--- src/rtl/serial_adder_pkg.sv ---
// Shared definitions for the bit-serial adder controller: FSM encoding and default width.
package serial_adder_pkg;

    localparam int DEFAULT_WIDTH = 8;

    typedef enum logic [1:0] {
        ST_IDLE = 2'd0,
        ST_RUN  = 2'd1,
        ST_DONE = 2'd2
    } state_t;

endpackage

--- src/rtl/serial_adder_ctrl_fa_bit.sv ---
// Purely combinational 1-bit full adder cell reused every cycle by the serial controller.
module fa_bit (
    input  logic a,
    input  logic b,
    input  logic cin,
    output logic sum,
    output logic cout
);

    assign sum  = a ^ b ^ cin;
    assign cout = (a & b) | (cin & (a ^ b));

endmodule

--- src/rtl/serial_adder_ctrl.sv ---
// Bit-serial adder: one full adder iterated LSB-first over WIDTH cycles with a
// start/busy/done handshake; sum/cout only change when a result completes.
module serial_adder_ctrl
    import serial_adder_pkg::*;
#(
    parameter int WIDTH = DEFAULT_WIDTH
) (
    input  logic             clk,
    input  logic             rst_n,
    input  logic             start,
    input  logic [WIDTH-1:0] a,
    input  logic [WIDTH-1:0] b,
    input  logic             cin,
    output logic             busy,
    output logic             done,
    output logic [WIDTH-1:0] sum,
    output logic             cout
);

    localparam int CNT_W = $clog2(WIDTH + 1);

    state_t             state_q, state_d;
    logic [WIDTH-1:0]   a_sh_q, a_sh_d;
    logic [WIDTH-1:0]   b_sh_q, b_sh_d;
    logic [WIDTH-1:0]   res_q, res_d;
    logic [WIDTH-1:0]   sum_q, sum_d;
    logic               carry_q, carry_d;
    logic               cout_q, cout_d;
    logic [CNT_W-1:0]   cnt_q, cnt_d;
    logic               fa_sum_s;
    logic               fa_cout_s;

    fa_bit u_fa (
        .a    (a_sh_q[0]),
        .b    (b_sh_q[0]),
        .cin  (carry_q),
        .sum  (fa_sum_s),
        .cout (fa_cout_s)
    );

    // Next-state and datapath update; visible sum/cout load only on the last bit.
    always_comb begin
        state_d = state_q;
        a_sh_d  = a_sh_q;
        b_sh_d  = b_sh_q;
        res_d   = res_q;
        sum_d   = sum_q;
        carry_d = carry_q;
        cout_d  = cout_q;
        cnt_d   = cnt_q;
        case (state_q)
            ST_IDLE: begin
                if (start) begin
                    a_sh_d  = a;
                    b_sh_d  = b;
                    carry_d = cin;
                    cnt_d   = '0;
                    state_d = ST_RUN;
                end else begin
                    state_d = ST_IDLE;
                end
            end
            ST_RUN: begin
                carry_d = fa_cout_s;
                a_sh_d  = a_sh_q >> 1;
                b_sh_d  = b_sh_q >> 1;
                // LSB-first results enter at the MSB so WIDTH shifts leave them aligned.
                res_d   = {fa_sum_s, res_q[WIDTH-1:1]};
                cnt_d   = cnt_q + CNT_W'(1);
                if (cnt_q == CNT_W'(WIDTH - 1)) begin
                    sum_d   = res_d;
                    cout_d  = fa_cout_s;
                    state_d = ST_DONE;
                end else begin
                    state_d = ST_RUN;
                end
            end
            ST_DONE: begin
                state_d = ST_IDLE;
            end
            default: begin
                state_d = ST_IDLE;
            end
        endcase
    end

    // State and datapath registers with asynchronous clear.
    always_ff @(posedge clk or negedge rst_n) begin
        if (!rst_n) begin
            state_q <= ST_IDLE;
            a_sh_q  <= '0;
            b_sh_q  <= '0;
            res_q   <= '0;
            sum_q   <= '0;
            carry_q <= 1'b0;
            cout_q  <= 1'b0;
            cnt_q   <= '0;
        end else begin
            state_q <= state_d;
            a_sh_q  <= a_sh_d;
            b_sh_q  <= b_sh_d;
            res_q   <= res_d;
            sum_q   <= sum_d;
            carry_q <= carry_d;
            cout_q  <= cout_d;
            cnt_q   <= cnt_d;
        end
    end

    assign busy = (state_q == ST_RUN);
    assign done = (state_q == ST_DONE);
    assign sum  = sum_q;
    assign cout = cout_q;

endmodule
--- config.mk ---
export PLATFORM = sky130hd
export DESIGN_NAME = serial_adder_ctrl
export DESIGN_NICKNAME = d
export VERILOG_FILES = /design/src/rtl/serial_adder_pkg.sv /design/src/rtl/serial_adder_ctrl_fa_bit.sv /design/src/rtl/serial_adder_ctrl.sv
export SDC_FILE = /design/constraint.sdc
export NUM_CORES = 1
export LEC_CHECK = 0
export ABC_CLOCK_PERIOD_IN_PS = 1400
export BUFFER_PORTS_ARGS = -buffer_cell sky130_fd_sc_hd__buf_4
export CAP_MARGIN = 30
export CORE_MARGIN = 3
export CORE_UTILIZATION = 49
export DETAILED_ROUTE_END_ITERATION = 10
export PLACE_DENSITY = 0.8
export SYNTH_ARGS = -nofsm -noshare
export SYNTH_HDL_FRONTEND = slang
export SYNTH_SLANG_ARGS = --single-unit
--- constraint.sdc ---
create_clock -name clk -period 1.4 [get_ports clk]
set_input_delay 0.07 -clock clk [delete_from_list [all_inputs] [get_ports clk]]
set_output_delay 0.07 -clock clk [all_outputs]
set_load 0.01 [all_outputs]
# == Yosys cells after proc, flatten, opt, wreduce, memory -nomap -nowiden ==
# Index checks and enable logic that the tools add are counted.
# Widths: inputs -> output; s select.
# word_totals
ff_bits,40
input_bits,20
out_inout_bits,11
wordCells,33
# classes
n_addsub,1
n_eq_ne,4
n_mux,11
bitwise_logic,5
n_reduce_logical,4
# ops
cell,count
$pmux 8 s2,2
$mux 8,2
$pmux 4 s2,1
$add 4x1->4 const B,1
$eq 4x3->1 const B,1
$mux 4,1
$pmux 2 s2,1
$reduce_and 2->1,2
$and 1x1->1,2
$eq 2x1->1 const B,1
$eq 2x2->1 const B,1
$logic_not 2->1,1
$mux 1,2
$mux 2,1
$ne 2x2->1 const B,1
$pmux 1 s2,1
$reduce_bool 2->1,1
$xor 1x1->1,2
$or 1x1->1,1

# == Depth between registers and ports, before layout ==
# logic_depth
ltp_word,4
mapped_depth,5
ltp_nobuf,4

# == Hierarchy ==
# Synthesis repeated with hierarchy kept, for this count alone.
# unflattened
hier_cells,163
area_unflattened_um2,1699.1
# by_module_without_submodules
mod,instances,cells_each,area_each_um2,seq_area_each_um2
serial_adder_ctrl,1,162,1679.1,975.9
fa_bit,1,1,20.0,0.0

# == Worst setup path after synthesis ==
# No wires, ideal clock.
# synth_path
path_type,reg-to-reg
startpoint,register cnt_q[0]
endpoint,"register cout_q, in the netlist cout"
setup_ps,125
arrival_time_ps,1309
required_time_ps,1275
slack_ps,-33
stages_incl_launch_ff,5
path_buffers,0
synth_period_minus_slack_ps,1433
cell_sequence,dfrtp_1 -> ha_1 -> nand2_1 -> nor3_4 -> mux2_2
# synth_between
elab_chain_len,2
# synth_rtl
element,line,rtl
from (decl),serial_adder_ctrl.sv:29,"logic [CNT_W-1:0] cnt_q, cnt_d;"
from (signal assigned),serial_adder_ctrl.sv:106,cnt_q <= cnt_d;
$eq 4x3->1,serial_adder_ctrl.sv:70,if (cnt_q == CNT_W'(WIDTH - 1)) begin
$reduce_and 2->1 (no line),--,
to (signal assigned),serial_adder_ctrl.sv:105,cout_q <= cout_d;
to (decl),serial_adder_ctrl.sv:28,"logic cout_q, cout_d;"
# Every way passes these cells.
# A chain may end at the register's enable or synchronous reset.

# == Final worst setup path ==
# layout_path
startpoint,register state_q[1]
endpoint,"register cout_q, in the netlist cout"
# layout_between
elab_chain_len,2
# layout_rtl
element,line,rtl
from (decl),serial_adder_ctrl.sv:22,"state_t state_q, state_d;"
from (signal assigned),serial_adder_ctrl.sv:99,state_q <= state_d;
$eq 2x1->1,serial_adder_ctrl.sv:51,case (state_q)
$reduce_and 2->1 (no line),--,
# Every way passes these cells.

==> impl_metrics.toml <==
[synthesis]
yosys.area.top_type_share_pct = 57.4
xor_xnor_cell_area_share_of_the_yosys_netlist_pct = 0
synth_top_area_cell = "sky130_fd_sc_hd__dfrtp_1"
flip_flop_and_latch_count_after_synthesis = 39
synth_sequential_area_ratio_pct = 57.4
synth-warning-count = 0
postSynthAreaPerCell_sq_um = 10.4
biggest_area_contributors_in_the_synthesized_netlist = "sky130_fd_sc_hd__dfrtp_1, sky130_fd_sc_hd__nand2_1, sky130_fd_sc_hd__mux2_2, sky130_fd_sc_hd__o21ai_0, sky130_fd_sc_hd__and3b_1"
synth_fa_ha_area_share_pct = 1.91
netlist_area_sq_um = 1700
syn_inst = 163
synth.net_count = 185
yosys.area_share.simple_pct = 18.7
post_synth_mux_area_share_pct = 6.55
number_of_distinct_standard_cells_referenced_by_the_synthesized_netlist = 21
synth_top_family_by_area = "simple AND/OR/NAND/NOR gates"
synth-compound-area-share_pct = 13.0

[clock_network]
cts-buffers-inserted = 5
clk_latency_ps = 340
h_tree_depth = 2
cts_tree = "done"
cts_max_path_buffers = 2
clock_sinks = 39
worst_setup_hold_path_clk_slew_ps = 120
clk_root_buffer_cell = "sky130_fd_sc_hd__clkbuf_4"

[layout]
area_growth_syn_to_layout_pct = 33.9
design.final.nets = 235
final_std_cell_area_no_fill_sq_um = 2270
layout.cells.most_common_list = "sky130_fd_sc_hd__buf_4, sky130_fd_sc_hd__nand2_1, sky130_fd_sc_hd__dfrtp_1"
final_common_cell = "sky130_fd_sc_hd__buf_4"
number_of_filler_instances_in_the_final_layout = 220
n_antenna_cell = 0
layout-drive-gt1-share_pct = 35.0

[timing]
rsz0062_at_grt = "yes"
max_slew_violation_count = 0
fin_skew_ps = 15.8
final_min_period_over_clock_period_pct = 103
worst-slew-pin-transition_ps = 481
max-slew-margin-rel_pct = 67.9
timing.hold.ws_ps = 19.4
highest_clock_frequency_the_design_can_meet_mhz = 693
setup_violations = 9
timing_hold_violations_final = 0
final_period_minus_worst_setup_slack_ps = 1440
post-route-worst-setup-slack_ps = -42.2

[routing]
wirelength_routed_mm = 3.78
detail_route.drc_violations = 0
met3_wirelength_um = 126
pre_repair_dr_iteration_count = 4
dr_wl_met2_mm = 1.96
number_of_routed_nets_with_antenna_violations = 0
detailedRoute.firstIterationViolations = 55
wl_per_cell_um = 14.7
route.top_layer_used = "met4"
route.vias.total = 1342
detail_route.vias_per_cell = 5.20
met1_length_mm = 1.64

[critical_path]
cp.arrival_ps = 1660
worst_path_most_repeated_cell = "sky130_fd_sc_hd__buf_6"
reg2reg_slack_ps = -40
critical_path_buf_inv_count = 2
critPathSlowestCell = "sky130_fd_sc_hd__dfrtp_1"
timing.setup.critical_path_class = "reg -> reg"
cp_cell_sequence = "nand2b_4 -> buf_6 -> nor3_4 -> buf_6 -> mux2_4"
cp-start-kind = "flip-flop"
worst_setup_path_end_kind = "flip-flop"
worst_path_dominant_cell_family = "flip-flops"
worstPathMaxFanout = 5
slowest_delay_ps = 400
crit_required_ps = 1620

[power]
cellPowerDensity_nw_per_um2 = 2140
max_vdd_drop_mv = 1.02
static-leakage-power_nw = 1.14

[floorplan]
initial_core_util_pct = 53.5
boundaryPins = 31
die_height_um = 64.9
core_sq_um = 3180
die_width_um = 64.9
floorplan.die_area_sq_um = 4210
rows = 20

[grt]
grt.overflow.total = 0
grt_first_pass_wirelength_mm = 6.13
maximum_number_of_pins_on_one_net_before_global_route_repair = 40
number_of_global_route_vias_before_repair = 1348
initial_antenna_violation_count = 0
grt_util_all_layers_pct = 18.8

[place]
globalplace.congestion = 0.771
placement.io_buffers = 30
dp.final_hpwl_mm = 2.33
detailed_place.area_sq_um = 2040

[run]
maxCapViolations = 0

[min_path]
worstHoldPathType = "in -> reg"

[status]
status = "finished with violations"
violations = "negative setup slack"
==> state kept, by name, summed over array words and instances (netlist names) <==
| register | flops |
|---|---|
| state_q | 2 |
| sum | 8 |
| carry_q | 1 |
| res_q | 7 |
| b_sh_q | 8 |
| a_sh_q | 8 |
| cout | 1 |
| cnt_q | 4 |
==> power breakdown <==
group          leakage [nW]  switching (mW)  internal, mW  total [mW]
Sequential            0.506           0.329          1.59        1.92
Clock                0.0386           0.351         0.296       0.647
Combinational         0.592            1.07          1.24        2.31
==> layer usage <==
metal / track usage, % / vias to the layer above
li1: - / 661
met1: 23.2 / 645
met2: 31.8 / 29
met3: 4.33 / 7
met4: 7.12 / 0
met5: 0 / -
==> area by class of cell <==
| type | count | area, sq um | share of cell area (%) |
|---|---|---|---|
| sequential | 39 | 976 | 42.9 |
| clock buffer | 8 | 68.8 | 3.03 |
| inverter | 1 | 3.75 | 0.165 |
| timing repair buffer | 52 | 419 | 18.4 |
| multi-input combinational | 114 | 752 | 33.1 |
| tap | 44 | 55.1 | 2.42 |
==> synthesized netlist by cell type <==
library cell,instances
sky130_fd_sc_hd__nand2_1,41
sky130_fd_sc_hd__nand3_1,3
sky130_fd_sc_hd__buf_2,3
sky130_fd_sc_hd__mux2_2,9
sky130_fd_sc_hd__dfrtp_1,39
sky130_fd_sc_hd__mux2i_1,1
sky130_fd_sc_hd__or3_1,1
sky130_fd_sc_hd__clkinv_1,1
sky130_fd_sc_hd__and3b_1,9
sky130_fd_sc_hd__ha_1,1
sky130_fd_sc_hd__nand2b_1,2
sky130_fd_sc_hd__clkbuf_1,6
sky130_fd_sc_hd__o21ai_0,18
sky130_fd_sc_hd__nor3_4,1
sky130_fd_sc_hd__a22oi_1,6
sky130_fd_sc_hd__a22o_1,2
sky130_fd_sc_hd__a21oi_1,12
sky130_fd_sc_hd__o21bai_1,1
sky130_fd_sc_hd__nor2_1,1
sky130_fd_sc_hd__fa_1,1
sky130_fd_sc_hd__nor2b_1,5
==> tightest hold or removal path, delay by kind of cell <==
| family | cells | cell delay, ps |
|---|---|---|
| AOI/OAI and AO/OA | 2 | 170 |
| buffers and inverters | 1 | 80 |
==> cell families (layout without fill, tap and decap cells) <==
logic type | Yosys count | in the layout
mux | 10 | 10
compound gates | 39 | 39
buf+inv | 10 | 61
fa+ha+maj | 2 | 2
flops | 39 | 39
simple gates | 63 | 63
==> path summary, 6_finish.rpt <==
path / start / to / depth (start not counted)
min reg2reg: a_sh_q[2] / a_sh_q[2] / 2
max in group asynchronous: rst_n / cnt_q[2] / 2
max: state_q[1] / cout / 5
min in group asynchronous: rst_n / res_q[3] / 2
min: b[3] / b_sh_q[3] / 3
max reg2reg: state_q[1] / cout / 5
==> per-stage QoR <==
step | power, mW | cells | setup WS [ps] | TNS, ps | util [%]
global route | 5.20 | 258 | -66.5 | -516 | 71.6
CTS | 4.62 | 256 | -41.5 | -333 | 69.4
finish | 4.87 | 258 | -42.2 | -228 | 71.6
floorplan | 2.97 | 163 | -33.2 | -299 | -
detailed placement | 3.75 | 241 | -15.5 | -45.9 | 64.2
global placement | 3.62 | 241 | 65.2 | 0 | 64.2
==> timing repair <==
action,CTS,global route
endpoints found under the hold margin,39,0
hold buffers,1,0
setup endpoints to repair,10,12
buffers inserted,6,3
resized for setup,12,13
pin swaps,2,1
Note: power is estimated with default switching activity, not from simulation.
